### config.mk
export PLATFORM = sky130hd
export DESIGN_NAME = wb_host_sequencer
export DESIGN_NICKNAME = d
export VERILOG_FILES = /design/src/rtl/wb_seq_pkg.sv /design/src/rtl/wb_seq_watchdog.sv /design/src/rtl/wb_host_sequencer.sv
export SDC_FILE = /design/constraint.sdc
export NUM_CORES = 1
export LEC_CHECK = 0
export BUFFER_PORTS_ARGS = -buffer_cell sky130_fd_sc_hd__buf_2
export CAP_MARGIN = 20
export CORE_MARGIN = 3
export CORE_UTILIZATION = 43
export DETAILED_ROUTE_END_ITERATION = 10
export PLACE_DENSITY_LB_ADDON = 0.25
export SYNTH_ARGS = -nofsm -noshare
export SYNTH_HDL_FRONTEND = slang
export SYNTH_SLANG_ARGS = --single-unit
### constraint.sdc
create_clock -name clk -period 1.3 [get_ports clk]
set_clock_uncertainty 0.2 [all_clocks]
set_input_delay 0.26 -clock clk [delete_from_list [all_inputs] [get_ports clk]]
set_output_delay 0.26 -clock clk [all_outputs]
set_load 0.05 [all_outputs]
### src/rtl/wb_seq_pkg.sv
// Shared constants for the Wishbone host sequencer: state encoding, address alignment and byte-select sizing.
package wb_seq_pkg;

    localparam int          ALIGN_BITS       = 2;
    localparam logic [31:0] WB_SEQ_BASE_ADDR = 32'h3000_0000;

    localparam logic [1:0] ST_IDLE = 2'd0;
    localparam logic [1:0] ST_BUS  = 2'd1;
    localparam logic [1:0] ST_RESP = 2'd2;

    function automatic int sel_width(input int data_w);
        return data_w / 8;
    endfunction

endpackage

### src/rtl/wb_seq_watchdog.sv
// Bus-cycle watchdog: counts cycles while enabled and flags the last permitted cycle before abort.
module wb_seq_watchdog #(
    parameter int  TIMEOUT_CYCLES = 255,
    localparam int CNT_W          = $clog2(TIMEOUT_CYCLES)
) (
    input  logic clk,
    input  logic i_clear,
    input  logic i_enable,
    output logic o_expired
);

    logic [CNT_W-1:0] r_cnt;

    // NOTE: i_clear includes reset, so the count needs no reset branch of its own.
    always_ff @(posedge clk) begin
        if (i_clear)
            r_cnt <= '0;
        else if (i_enable && !o_expired)
            r_cnt <= r_cnt + 1'b1;
    end

    assign o_expired = (r_cnt == CNT_W'(TIMEOUT_CYCLES - 1));

endmodule

### src/rtl/wb_host_sequencer.sv
// Wishbone classic single-beat initiator driven by a valid/ready command stream, one response per command.
// Define WB_SEQ_TIMEOUT_EN to enable the ack watchdog; otherwise BUS waits for ack indefinitely.
module wb_host_sequencer
    import wb_seq_pkg::*;
#(
    parameter int  ADDR_W         = 32,
    parameter int  DATA_W         = 32,
    parameter int  TIMEOUT_CYCLES = 255,
    localparam int SEL_W          = sel_width(DATA_W)
) (
    input  logic              clk,
    input  logic              rst,
    input  logic              cmd_valid,
    output logic              cmd_ready,
    input  logic              cmd_we,
    input  logic [ADDR_W-1:0] cmd_addr,
    input  logic [DATA_W-1:0] cmd_wdata,
    input  logic [SEL_W-1:0]  cmd_sel,
    output logic              rsp_valid,
    input  logic              rsp_ready,
    output logic [DATA_W-1:0] rsp_rdata,
    output logic              rsp_err,
    output logic              wbm_cyc_o,
    output logic              wbm_stb_o,
    output logic              wbm_we_o,
    output logic [SEL_W-1:0]  wbm_sel_o,
    output logic [ADDR_W-1:0] wbm_adr_o,
    output logic [DATA_W-1:0] wbm_dat_o,
    input  logic [DATA_W-1:0] wbm_dat_i,
    input  logic              wbm_ack_i,
    output logic              busy
);

    logic [1:0]        r_state;
    logic              r_cyc;
    logic              r_we;
    logic [SEL_W-1:0]  r_sel;
    logic [ADDR_W-1:0] r_adr;
    logic [DATA_W-1:0] r_wdat;
    logic [DATA_W-1:0] r_rdata;
    logic              w_unused;

`ifdef WB_SEQ_TIMEOUT_EN
    logic r_err;
    logic w_expired;

    wb_seq_watchdog #(
        .TIMEOUT_CYCLES(TIMEOUT_CYCLES)
    ) u_watchdog (
        .clk      (clk),
        .i_clear  (rst || (r_state != ST_BUS)),
        .i_enable (r_state == ST_BUS),
        .o_expired(w_expired)
    );

    assign rsp_err  = r_err;
    assign w_unused = ^cmd_addr[ALIGN_BITS-1:0];
`else
    assign rsp_err  = 1'b0;
    assign w_unused = ^{cmd_addr[ALIGN_BITS-1:0], (TIMEOUT_CYCLES >= 2)};
`endif

    // NOTE: all state below uses non-blocking assignments so every register samples pre-edge values.
    always_ff @(posedge clk) begin
        if (rst) begin
            r_state <= ST_IDLE;
            r_cyc   <= 1'b0;
            r_we    <= 1'b0;
            r_sel   <= '0;
            r_adr   <= '0;
            r_wdat  <= '0;
            r_rdata <= '0;
`ifdef WB_SEQ_TIMEOUT_EN
            r_err   <= 1'b0;
`endif
        end else begin
            case (r_state)
                ST_IDLE: begin
                    if (cmd_valid) begin
                        r_we    <= cmd_we;
                        r_sel   <= cmd_sel;
                        r_wdat  <= cmd_wdata;
                        r_adr   <= {cmd_addr[ADDR_W-1:ALIGN_BITS], {ALIGN_BITS{1'b0}}};
                        r_cyc   <= 1'b1;
                        r_state <= ST_BUS;
                    end
                end
                ST_BUS: begin
                    // Ack takes priority, including on the final watchdog cycle.
                    if (wbm_ack_i) begin
                        r_rdata <= r_we ? '0 : wbm_dat_i;
                        r_cyc   <= 1'b0;
                        r_state <= ST_RESP;
`ifdef WB_SEQ_TIMEOUT_EN
                        r_err   <= 1'b0;
                    end else if (w_expired) begin
                        r_rdata <= '0;
                        r_err   <= 1'b1;
                        r_cyc   <= 1'b0;
                        r_state <= ST_RESP;
`endif
                    end
                end
                ST_RESP: begin
                    if (rsp_ready)
                        r_state <= ST_IDLE;
                end
                default: r_state <= ST_IDLE;
            endcase
        end
    end

    assign cmd_ready = (r_state == ST_IDLE) && !rst;
    assign rsp_valid = (r_state == ST_RESP);
    assign busy      = (r_state != ST_IDLE);
    assign rsp_rdata = r_rdata;
    assign wbm_cyc_o = r_cyc;
    assign wbm_stb_o = r_cyc;
    assign wbm_we_o  = r_we;
    assign wbm_sel_o = r_sel;
    assign wbm_adr_o = r_adr;
    assign wbm_dat_o = r_wdat;

endmodule

=== Yosys cells after proc, flatten, opt, wreduce, memory -nomap -nowiden ===
Cells that the tools add are included.

* Bits of input ports: 106
* Memories: 0
* Bits in writable memories: 0
* Register bits after elaboration: 102
* Bits in read-only memories: 0
* Bits in latches: 0

* Reductions and logical operators: 9
* Multipliers: 0
* Muxes and demuxes: 8
* Bitwise gates (word level): 0
* Order comparisons: 0
* Div/mod/pow operators: 0
* Shifts and indexed selects: 0
* Add/subtract/negate cells: 0
* Eq/ne operators: 5

{| class="wikitable"
|+ Operators with widths
! cell !! number
|-
| $mux W32 || 1
|-
| $mux W2 || 3
|-
| $pmux W2 S3 || 1
|-
| $reduce_and A3 Y1 || 2
|-
| $ne A2 B2 Y1 const B || 2
|-
| $reduce_and A2 Y1 || 2
|-
| $reduce_bool A2 Y1 || 2
|-
| $eq A2 B1 Y1 const B || 1
|-
| $eq A2 B2 Y1 const B || 1
|-
| $logic_not A2 Y1 || 1
|-
| $mux W1 || 2
|-
| $ne A2 B1 Y1 const B || 1
|-
| $pmux W1 S2 || 1
|-
| $logic_and A1 B1 Y1 || 1
|-
| $logic_not A1 Y1 || 1
|}

=== Longest topological paths before layout ===
* Depth in word-level cells: 3
* Mapped depth: 5

=== Least setup slack after synthesis ===
Ideal clock, no wire load.

* Path type: register -> output
* From: register r_state[1]
* To: output cmd_ready
* Data required time: 0.840 ns
* Slack: -0.613 ns
* Stages on the path, launching flop included: 3
* Buffers on the path: 0
* Arrival: 1.453 ns
* Cell sequence: dfxtp_1 -> or2_2 -> nor2_1

* Word-level cells in the longest chain between the ends: 2

{| class="wikitable"
|+ RTL lines
! item !! line !! text
|-
| start, declared || wb_host_sequencer.sv:34 || <nowiki>logic [1:0] r_state;</nowiki>
|-
| start signal, assigned || wb_host_sequencer.sv:66 || <nowiki>r_state <= ST_IDLE;</nowiki>
|-
| start signal, assigned || wb_host_sequencer.sv:85 || <nowiki>r_state <= ST_BUS;</nowiki>
|-
| start signal, assigned || wb_host_sequencer.sv:93 || <nowiki>r_state <= ST_RESP;</nowiki>
|-
| $logic_not A2 Y1 || wb_host_sequencer.sv:113 || <nowiki>assign cmd_ready = (r_state == ST_IDLE) && !rst;</nowiki>
|-
| $logic_and A1 B1 Y1 || wb_host_sequencer.sv:113 ||
|-
| end, declared || wb_host_sequencer.sv:14 || <nowiki>output logic cmd_ready,</nowiki>
|}

No other way between the ends.

=== Worst setup path in the final report ===
* From: register r_state[0]
* To: output busy

* Word-level cells in the longest chain between the ends: 1

{| class="wikitable"
|+ RTL lines
! item !! line !! text
|-
| $reduce_bool A2 Y1 || wb_host_sequencer.sv:115 || <nowiki>assign busy = (r_state != ST_IDLE);</nowiki>
|-
| end, declared || wb_host_sequencer.sv:31 || <nowiki>output logic busy</nowiki>
|}

No other way between the ends.

==> metrics list <==
- Run status: finished with violations
- Violated checks: negative setup slack
* # nets final: 900
- Hold-critical path depth: 3
- Setup repair after global routing missed its margin: yes
- Dominant cell by count in the synthesized netlist: sky130_fd_sc_hd__nand2b_1
- In the post-route analysis, the smallest setup slack over all paths is -0.414 ns.
- Port Buf Inserts: about 210
- Maximum Capacitance Violations: 0
* Via Count: 4506
- For hold timing, the worst endpoint is rsp_rdata[28].
- H-tree levels: 3
- In this design, the largest share of critical-path delay is due to flip-flops.
* Initial core utilization: 0.450
- The floorplan step defined a core boundary enclosing roughly 0.011 mm2.
* DRC violation count after routing: 0
* Avg Synthesized Cell Area: 10.4 um2
- Number of I/O pins: 213
- Number of synthesized flops with an enable pin: 0
* Final setup violation count: roughly 210
- The startpoint identified for the worst register-to-register timing path is r_state[1].
* Final cycle utilization of the critical path: 1.32
- CTS tree: built
- Number of distinct library cells after synthesis: 23
- The tightest min-delay check is of the in -> reg type.
- The detail route stage leaves a number of antenna-violating nets equal to 0.
- The first global-routing pass estimated 25500 um of wire.
- Site row count: 37
- STA classifies the critical path endpoint as an output pin.
- Die Outline Area: 0.0123 mm2
- For this run, the top clock speed supported by timing is 583 MHz.
* DRC marker count from the first detailed-route iteration: 218
- Share of flip-flops with an asynchronous set or reset after synthesis: 0
* Crit path kind: reg -> out
* Die width: 111 um
- Of the total power, combinational logic draws 0.338.
- In this run the register-to-register setup slack is -0.40 ns.
* Library cell occupying the most area in the post-synthesis netlist: sky130_fd_sc_hd__dfxtp_1
- Total global-route track usage: 0.258
- Largest fanout on the critical path: 5
- The most critical setup path has its startpoint at r_state[0].
- The smallest clock period supported by the final layout is computed as 1.71 ns.
* Logic depth of the worst register-to-register path: 6
- Leakage power figure: 3.90 nW
- DR vias/cell: 4.81
- For this run, the number of standard cells in the final layout without fillers is 936.
* Critical path startpoint category: flop
- Portion of the post-synthesis area used by sequential elements: 0.432
- The root buffer cell chosen for the clock tree is sky130_fd_sc_hd__clkbuf_8.
- The internal power of the cells totals 6.00 mW.
* Worst path cell trace: or2_4 -> buf_6 -> buf_8
- Number of buffers added by the clock tree synthesis step: 9
- Vias in the first global route: 5001
- Start point of the worst hold path: wbm_dat_i[28]
- Clock-pin slew was measured on the worst setup and hold paths at 0.09 ns.
* Netlist area before placement: 0.00473 mm2
* Most numerous cell types in the synthesized netlist: sky130_fd_sc_hd__nand2b_1, sky130_fd_sc_hd__dfxtp_1, sky130_fd_sc_hd__mux2i_1, sky130_fd_sc_hd__or3b_2, sky130_fd_sc_hd__clkbuf_1
- The later pin in the worst-skew pair is clocked with a latency of 0.37 ns.
* Register bit total from synthesis: 102
- Crit path required time: 0.84 ns
- Worst-case clock buffer depth: 2
- Leading post-synthesis cells by cell area: sky130_fd_sc_hd__dfxtp_1, sky130_fd_sc_hd__nand2b_1, sky130_fd_sc_hd__mux2i_1
* Die height: 111 um
* Number of buffer and inverter instances along the worst setup path: 2
- YS warnings: 0
- P&R area growth vs syn: 88.6%
* Fin area: 0.00891 mm2
- Clock tree synthesis found a total of 102 sinks.
- Final wirelength: 17100 um
- Avg WL per Cell: 18.3 um
* Seq pwr share: 0.408
- Power Density: about 980 mW/mm2
* Number of hold violations in the final report: 0
- Cell Area, Placed: between 0.006 and 0.007 mm2
* Mapped Cells: between 400 and 500
- After detailed placement, the design holds a cell count of 782.
- Most used DFF post-synth: sky130_fd_sc_hd__dfxtp_1
- HPWL Detailed: approximately 8300 um
* Part of the total power dissipated in the clock network: 0.254
* Last weighted congestion value of the routability-driven placer: 0.733
- Remaining global-route overflow: 0
- Fraction of synthesized cell area taken by the top area cell type: 0.432
- Total Negative Setup Slacks: -35.62 ns
* Maximum single-stage delay on the critical path: ~0.38 ns
- STA puts the critical path data arrival time at 1.25 ns.
- On the final layout, the worst hold slack is 0.0376 ns.
- The largest individual stage delay along the critical path comes from the cell sky130_fd_sc_hd__dfxtp_4.
* Net switching component of the power: around 2.7 mW
- The worst register-to-register path ends at wbm_dat_o[29].
* Antenna violations before repair: 1
- Of the total power, the share spent switching nets is 0.314.
- Entering global routing, the biggest net connects 51 pins.
* Maximum vdd ir drop: about 0.68 mV
* Share of post-route cells with drive strength above 1: 0.566
* Iteration count of the initial detailed-routing pass: 4
* Slew Limit Fails: 0
## worst reg2reg max path: stages (launching register included)
cell and delay, ns:
sky130_fd_sc_hd__dfxtp_4 0.36, sky130_fd_sc_hd__buf_4 0.15, sky130_fd_sc_hd__nor3b_4 0.30, sky130_fd_sc_hd__buf_12 0.19, sky130_fd_sc_hd__buf_12 0.11, sky130_fd_sc_hd__buf_6 0.10, sky130_fd_sc_hd__mux2i_1 0.21
## cell usage in the layout, fill, tap and decap left out, drive strengths merged
cell type,n
dfxtp,102
clkinv,1
dlygate4sd3,70
buf,297
or2,1
a211oi,1
nor3b,2
nor2,1
or3b,32
o21a,1
bufinv,1
clkbuf,15
nor2b,1
diode,1
nand2b,169
conb,3
o2bb2ai,1
and3b,1
inv,1
mux2i,99
## cell type report
class | count | area (um2)
Antenna cell | 1 | 2.50
Clock inverter | 2 | 38.8
Fill cell | 499 | 1600
Inverter | 1 | 3.75
Timing Repair Buffer | 368 | 3790
Clock buffer | 14 | 183
Sequential cell | 102 | 2180
Tap cell | 136 | 170
Multi-Input combinational cell | 312 | 2540
## stage by stage
step	utilization	setup WS, ns	power (mW)
after global placement	0.576	-0.222	5.42
after floorplan	-	-0.130	4.94
final	0.848	-0.414	8.74
after detailed placement	0.576	-0.319	5.46
after CTS	0.822	-0.434	8.57
after global routing	0.848	-0.460	9.04
## timing repair
item | in CTS | in global routing
hold endpoints to repair | 69 | 0
endpoints found under the setup margin | 202 | 205
hold buffers | 70 | 0
pin swaps | 2 | 1
cloned | 9 | 0
resized for setup | 412 | 40
buffers inserted | 33 | 31
## worst max-delay path by stage
stage,to,slack [ns],depth (start not counted)
2_1_floorplan,cmd_ready,-0.13,2
4_1_cts,cmd_ready,-0.43,3
3_3_place_gp,rsp_rdata[19],-0.22,4
3_5_place_dp,rsp_rdata[10],-0.32,4
5_1_grt,wbm_adr_o[24],-0.46,6
6_report,busy,-0.41,3
## metal layers
metal / vias to the layer above / GRT usage / wire (um)
met3: 42 / 0.0611 / 926
met5: - / 0 / 0
met1: 2130 / 0.261 / 6130
met4: 0 / 0.124 / 680
met2: 173 / 0.490 / 9360
li1: 2161 / - / -
## cell families after synthesis
logic type,after synthesis,share of synthesized area
multiplexers,99,0.210
flip-flops,102,0.432
other,1,0.000793
AND/OR/NAND/NOR,207,0.292
buffers and inverters,42,0.0601
AO/OA/AOI/OAI,3,0.00503
## power by group through the flow
stage | clock [mW] | combinational, mW | sequential [mW]
floorplan | 0 | 0.767 | 4.17
global placement | 0 | 1.92 | 3.50
detailed placement | 0 | 1.95 | 3.51
CTS | 2.24 | 2.78 | 3.55
global route | 2.38 | 3.08 | 3.59
finish | 2.22 | 2.95 | 3.57
## registers in the layout, summed over array words and instances, names as in the netlist
name,flops
wbm_adr_o,30
wbm_dat_o,32
wbm_we_o,1
wbm_cyc_o,1
r_state,2
rsp_rdata,32
wbm_sel_o,4
(Power assumes the default switching activity.)
